--- config.mk ---
export PLATFORM = sky130hd
export DESIGN_NAME = fetch_unit
export DESIGN_NICKNAME = d
export VERILOG_FILES = /design/src/rtl/fetch_unit.sv
export SDC_FILE = /design/constraint.sdc
export NUM_CORES = 1
export LEC_CHECK = 0
export ABC_AREA = 1
export BUFFER_PORTS_ARGS = -buffer_cell sky130_fd_sc_hd__buf_2
export CAP_MARGIN = 30
export CORE_MARGIN = 2
export CORE_UTILIZATION = 40
export DETAILED_ROUTE_END_ITERATION = 10
export GPL_ROUTABILITY_DRIVEN = 0
export MAX_ROUTING_LAYER = met4
export PLACE_DENSITY = 0.7
export SLEW_MARGIN = 20
export SYNTH_ARGS = -nofsm -noshare
export SYNTH_HDL_FRONTEND = slang
export SYNTH_SLANG_ARGS = --single-unit
--- constraint.sdc ---
create_clock -name clk -period 3.32 [get_ports clk]
set_input_delay 0.664 -clock clk [delete_from_list [all_inputs] [get_ports clk]]
set_output_delay 0.664 -clock clk [all_outputs]
set_load 0.05 [all_outputs]
--- src/rtl/fetch_unit.sv ---
// Instruction-fetch front end: owns the PC, fetches one word per instruction, holds it for decode.
// Latency: request in the cycle after reset or accept; instruction valid the cycle after rvalid; 3-cycle minimum loop.
// Backpressure: holds instruction/pc_current stable and issues no request until instr_ready; REQ waits on imem_ready.
//
// Ports:
//   clk, rst                     clock and synchronous active-high reset
//   imem_req/imem_addr/imem_ready  fetch request handshake (addr = fetch_pc in every state)
//   imem_rvalid/imem_rdata       fetch response, sampled only while waiting for it
//   instruction/pc_current/instr_valid/instr_ready  held instruction to decode
//   pc_new                       next PC from branch logic, sampled only on accept
//   halted, fetch_err, instr_count  status: halt retired, sticky timeout, saturating retire count
module fetch_unit #(
    parameter logic [15:0] RESET_PC = 16'h0000,
    parameter int unsigned TIMEOUT  = 16
) (
    input  logic        clk,
    input  logic        rst,
    output logic        imem_req,
    output logic [15:0] imem_addr,
    input  logic        imem_ready,
    input  logic        imem_rvalid,
    input  logic [15:0] imem_rdata,
    output logic [15:0] instruction,
    output logic [15:0] pc_current,
    output logic        instr_valid,
    input  logic        instr_ready,
    input  logic [15:0] pc_new,
    output logic        halted,
    output logic        fetch_err,
    output logic [15:0] instr_count
);

    typedef enum logic [1:0] {
        ST_REQ  = 2'd0,
        ST_WAIT = 2'd1,
        ST_HOLD = 2'd2,
        ST_HALT = 2'd3
    } state_t;

    // wait_cnt counts completed silent WAIT cycles; the last allowed one triggers reissue.
    localparam logic [7:0] WAIT_LAST = 8'(TIMEOUT - 1);

    state_t      state;
    state_t      state_nxt;
    logic [15:0] fetch_pc;
    logic [7:0]  wait_cnt;
    logic        is_halt_op;

    assign is_halt_op = (instruction[15:12] == 4'hF);
    assign imem_addr  = fetch_pc;

    always_ff @(posedge clk) begin
        if (rst) begin
            state <= ST_REQ;
        end else begin
            state <= state_nxt;
        end
    end

    // Next state and state-decoded outputs; no input reaches an output combinationally.
    always_comb begin
        state_nxt   = state;
        imem_req    = 1'b0;
        instr_valid = 1'b0;
        halted      = 1'b0;
        case (state)
            ST_REQ: begin
                imem_req = 1'b1;
                if (imem_ready) begin
                    state_nxt = ST_WAIT;
                end
            end
            ST_WAIT: begin
                // A response on the timeout cycle is still taken.
                if (imem_rvalid) begin
                    state_nxt = ST_HOLD;
                end else if (wait_cnt == WAIT_LAST) begin
                    state_nxt = ST_REQ;
                end
            end
            ST_HOLD: begin
                instr_valid = 1'b1;
                if (instr_ready) begin
                    state_nxt = is_halt_op ? ST_HALT : ST_REQ;
                end
            end
            ST_HALT: begin
                halted = 1'b1;
            end
            default: begin
                state_nxt = ST_REQ;
            end
        endcase
    end

    always_ff @(posedge clk) begin
        if (rst) begin
            fetch_pc    <= RESET_PC;
            wait_cnt    <= 8'd0;
            instruction <= 16'h0000;
            pc_current  <= 16'h0000;
            fetch_err   <= 1'b0;
            instr_count <= 16'h0000;
        end else begin
            case (state)
                ST_REQ: begin
                    if (imem_ready) begin
                        wait_cnt <= 8'd0;
                    end
                end
                ST_WAIT: begin
                    if (imem_rvalid) begin
                        instruction <= imem_rdata;
                        pc_current  <= fetch_pc;
                    end else begin
                        wait_cnt <= wait_cnt + 8'd1;
                        if (wait_cnt == WAIT_LAST) begin
                            fetch_err <= 1'b1;
                        end
                    end
                end
                ST_HOLD: begin
                    if (instr_ready) begin
                        if (instr_count != 16'hFFFF) begin
                            instr_count <= instr_count + 16'd1;
                        end
                        // Instructions are word aligned: bit 0 of the branch target is dropped.
                        if (!is_halt_op) begin
                            fetch_pc <= pc_new & 16'hFFFE;
                        end
                    end
                end
                default: begin
                end
            endcase
        end
    end

endmodule

==> impl_metrics.csv <==
group,metric,value,unit
outcome,run_status,"complete, no violations",
final_layout,drive_above_1_share,24.0,%
sta,finalSetupViolations,0,
drt,number_of_search_and_repair_iterations_in_the_first_detailed_routing_pass,4,
job,drv_cap,0,
grt,global_route.usage.met3,5.16,%
die,io_pins,105,
clock_network,cts_resized,0,
worst_hold_path,timing.hold.worst.class,"reg -> reg",
pwr,p_per_area,780,mW/mm^2
worst_setup_path,crit_required,3.56,ns
final_layout,final_core_utilization,51.8,%
final_layout,seq_area,0.00146,mm^2
pwr,ir_worst_vdd,0.417,mV
final_layout,post_layout_nonfiller_instances,652,
die,starting_utilization_of_the_core_area,41.5,%
final_layout,area_growth_from_synthesis_to_layout,24.9,%
logic_synthesis,synth_seq_cells,73,
placement,port_buffers,101,
clock_network,cts_max_path_buffers,2,
clock_network,clk_root_buffer_cell,"clkbuf_8",
drt,ant_nets,0,
sta,final_period_minus_worst_setup_slack,2.43,ns
clock_network,clk_transition_reported_paths,0.08,ns
drt,post_drt_via_cell_ratio,4.78,
sta,final_min_period_over_clock_period,73.1,%
grt,via_count_of_the_first_global_routing_pass,2869,
die,die_area,0.00874,mm^2
worst_setup_path,worst_r2r_endpoint,"wait_cnt[5]",
clock_network,post_cts_hold_buffer_count,0,
clock_network,clock_sinks,73,
worst_setup_path,worstSetupPathType,"reg -> reg",
grt,global_route.usage.total,19.1,%
grt,grt_overflow_total,0,
clock_network,cts_tree,"yes",
sta,hold_viol,0,
die,core_region_area,0.00773,mm^2
final_layout,multiInputGateArea,0.00155,mm^2
placement,dpl_cell_area,0.00376,mm^2
final_layout,layout_commonest_cell,"nor2_1",
worst_hold_path,hold_path_stages,2,
worst_setup_path,critical_path.reg2reg.startpoint,"state[1]",
grt,grt_antenna_before_repair,0,
grt,wire_length_of_the_first_global_routing_pass,12.9,mm
sta,rsz_0062_raised_after_global_routing,"false",
logic_synthesis,post_synth.cell_area_avg,7.12,um^2
worst_setup_path,critPathArrivalTime,2.66,ns
drt,drt_drc_violations_left,0,
worst_hold_path,min_to,"fetch_err",
grt,gr-usage-met1,23.7,%
sta,slew_viol_final,0,
worst_setup_path,timing.critical_path.from,"state[1]",
drt,count_of_vias_placed_by_the_detailed_router,3119,
placement,dp_hpwl,5.41,mm
grt,global_route.peak_usage_layer,"met2",
worst_setup_path,r2r_slack,0.89,ns
worst_setup_path,cp-end-kind,"register",
worst_setup_path,critical_path.max_fanout,33,
sta,clock_skew,0.0106,ns
grt,grt_util_met2,29.4,%
drt,drt-initial-drc-count,171,
drt,route.final.wire_length,7.68,mm
sta,relSlewSlack,43.3,%
die,core.rowCount,32,
final_layout,fillCellCount,788,
final_layout,final_antenna_diode_count,0,
die,die_width,93.5,um
logic_synthesis,syn-cell-area,0.00320,mm^2
drt,wire_per_inst,11.8,um
pwr,fin_total_pwr,3120,uW
clock_network,post_cts_buffers,0,
clock_network,insertion_delay,0.35,ns
sta,achievable-frequency,412,MHz
logic_synthesis,synth.distinct_cells,29,
clock_network,h-tree-depth,3,
worst_setup_path,reg2reg_depth,10,
sta,worstMarginPinSlew,0.849,ns
final_layout,nets,590,
final_layout,final_cell_mix,"131 x nor2_1, 101 x buf_2, 75 x nand2_1, 73 x dfxtp_1, 49 x o21ai_0",
worst_setup_path,setup.worst_path.start_class,"register",
pwr,leakage_dissipation,0.00188,uW
final_layout,layout.cell_area.non_filler,0.00400,mm^2
logic_synthesis,sequential_cell_area_fraction_in_the_yosys_report,45.6,%
placement,place.detailed.instances,637,
logic_synthesis,postSynthCellCount,450,
logic_synthesis,synth_warnings,0,
sta,final.setup.tns,0,ns
worst_hold_path,holdCritStartpoint,"fetch_err",
clock_network,tritoncts.num_buffers,9,
die,floorplan.die.height,93.5,um
grt,grt_max_degree,34,
## final cells by class
type,count,area share [%]
clock buffers,9,3.10
clock inverters,6,2.91
inverters,27,2.60
multi-input cells,332,38.7
flip-flops and latches,73,36.5
well taps,102,3.19
repair buffers,103,13.0
## cells by family after synthesis
| kind of cell | count (synthesis) | share of synthesized area, % |
|---|---|---|
| AOI/OAI and AO/OA | 73 | 12.0 |
| xor gates and xnor gates | 7 | 1.91 |
| adders and majority gates | 7 | 2.73 |
| buffers and inverters | 46 | 6.21 |
| DFF | 73 | 45.6 |
| other | 1 | 0.117 |
| and+or+nand+nor | 243 | 31.4 |
## registers in the layout, indices dropped and copies added, names as in the netlist
name / cells
wait_cnt: 8
instruction: 16
imem_addr: 15
fetch_err: 1
instr_count: 16
pc_current: 15
state: 2
## metrics by stage
step | hold WS (ns) | setup WS [ns]
global placement | 0.451 | 0.937
global route | 0.508 | 0.570
CTS | 0.486 | 0.864
detailed placement | 0.465 | 0.871
floorplan | 0.458 | 1.39
finish | 0.476 | 0.894
## cells in the mapped netlist
library cell	count	area share (%)
nand2_1	75	8.8
nand4_1	10	2.0
nor3_4	1	0.51
and3_1	1	0.20
clkbuf_1	11	1.3
inv_1	25	2.9
inv_4	1	0.20
nand2_2	3	0.59
buf_6	1	0.35
o21ai_2	3	0.82
o21ai_0	49	7.7
o21bai_2	1	0.35
nor3b_1	1	0.23
conb_1	1	0.12
xnor2_1	3	0.82
nor3_1	1	0.16
buf_2	4	0.63
a211oi_1	1	0.23
nor2_2	2	0.39
nand3_1	16	2.5
xor2_1	4	1.1
inv_2	1	0.12
nor3_2	1	0.31
nor2_1	131	15
buf_4	3	0.70
dfxtp_1	73	46
a21oi_1	19	3.0
ha_1	7	2.7
nor3b_2	1	0.39
## worst max path at each step
| stage | cells past startpoint | end | slack [ns] |
|---|---|---|---|
| 4_1_cts | 10 | wait_cnt[5] | 0.86 |
| 3_5_place_dp | 10 | wait_cnt[5] | 0.87 |
| 6_report | 10 | wait_cnt[5] | 0.89 |
| 2_1_floorplan | 8 | imem_addr[10] | 1.39 |
| 5_1_grt | 10 | wait_cnt[5] | 0.57 |
| 3_3_place_gp | 9 | wait_cnt[5] | 0.94 |
## critical path, cell delays in order (launching register included)
cell and delay (ns):
dfxtp_1 0.38, inv_1 0.10, ha_1 0.31, nand2_2 0.49, inv_4 0.27, nor2_1 0.19, o21ai_2 0.13, o21ai_2 0.28
inv_2 0.04, nand2_1 0.06, nor2_1 0.03
## metal layers
| layer | share of wire [%] | wire (um) |
|---|---|---|
| met5 | 0 | 0 |
| met4 | 1.4 | 110 |
| met3 | 8.0 | 611 |
| met2 | 46 | 3520 |
| met1 | 45 | 3440 |
## report_power, final
| group | switching (uW) | internal (uW) | total [uW] |
|---|---|---|---|
| clock | 347 | 500 | 848 |
| sequential | 89.6 | 1020 | 1110 |
| combinational | 896 | 268 | 1160 |
Power figures use the tool's default switching activity.
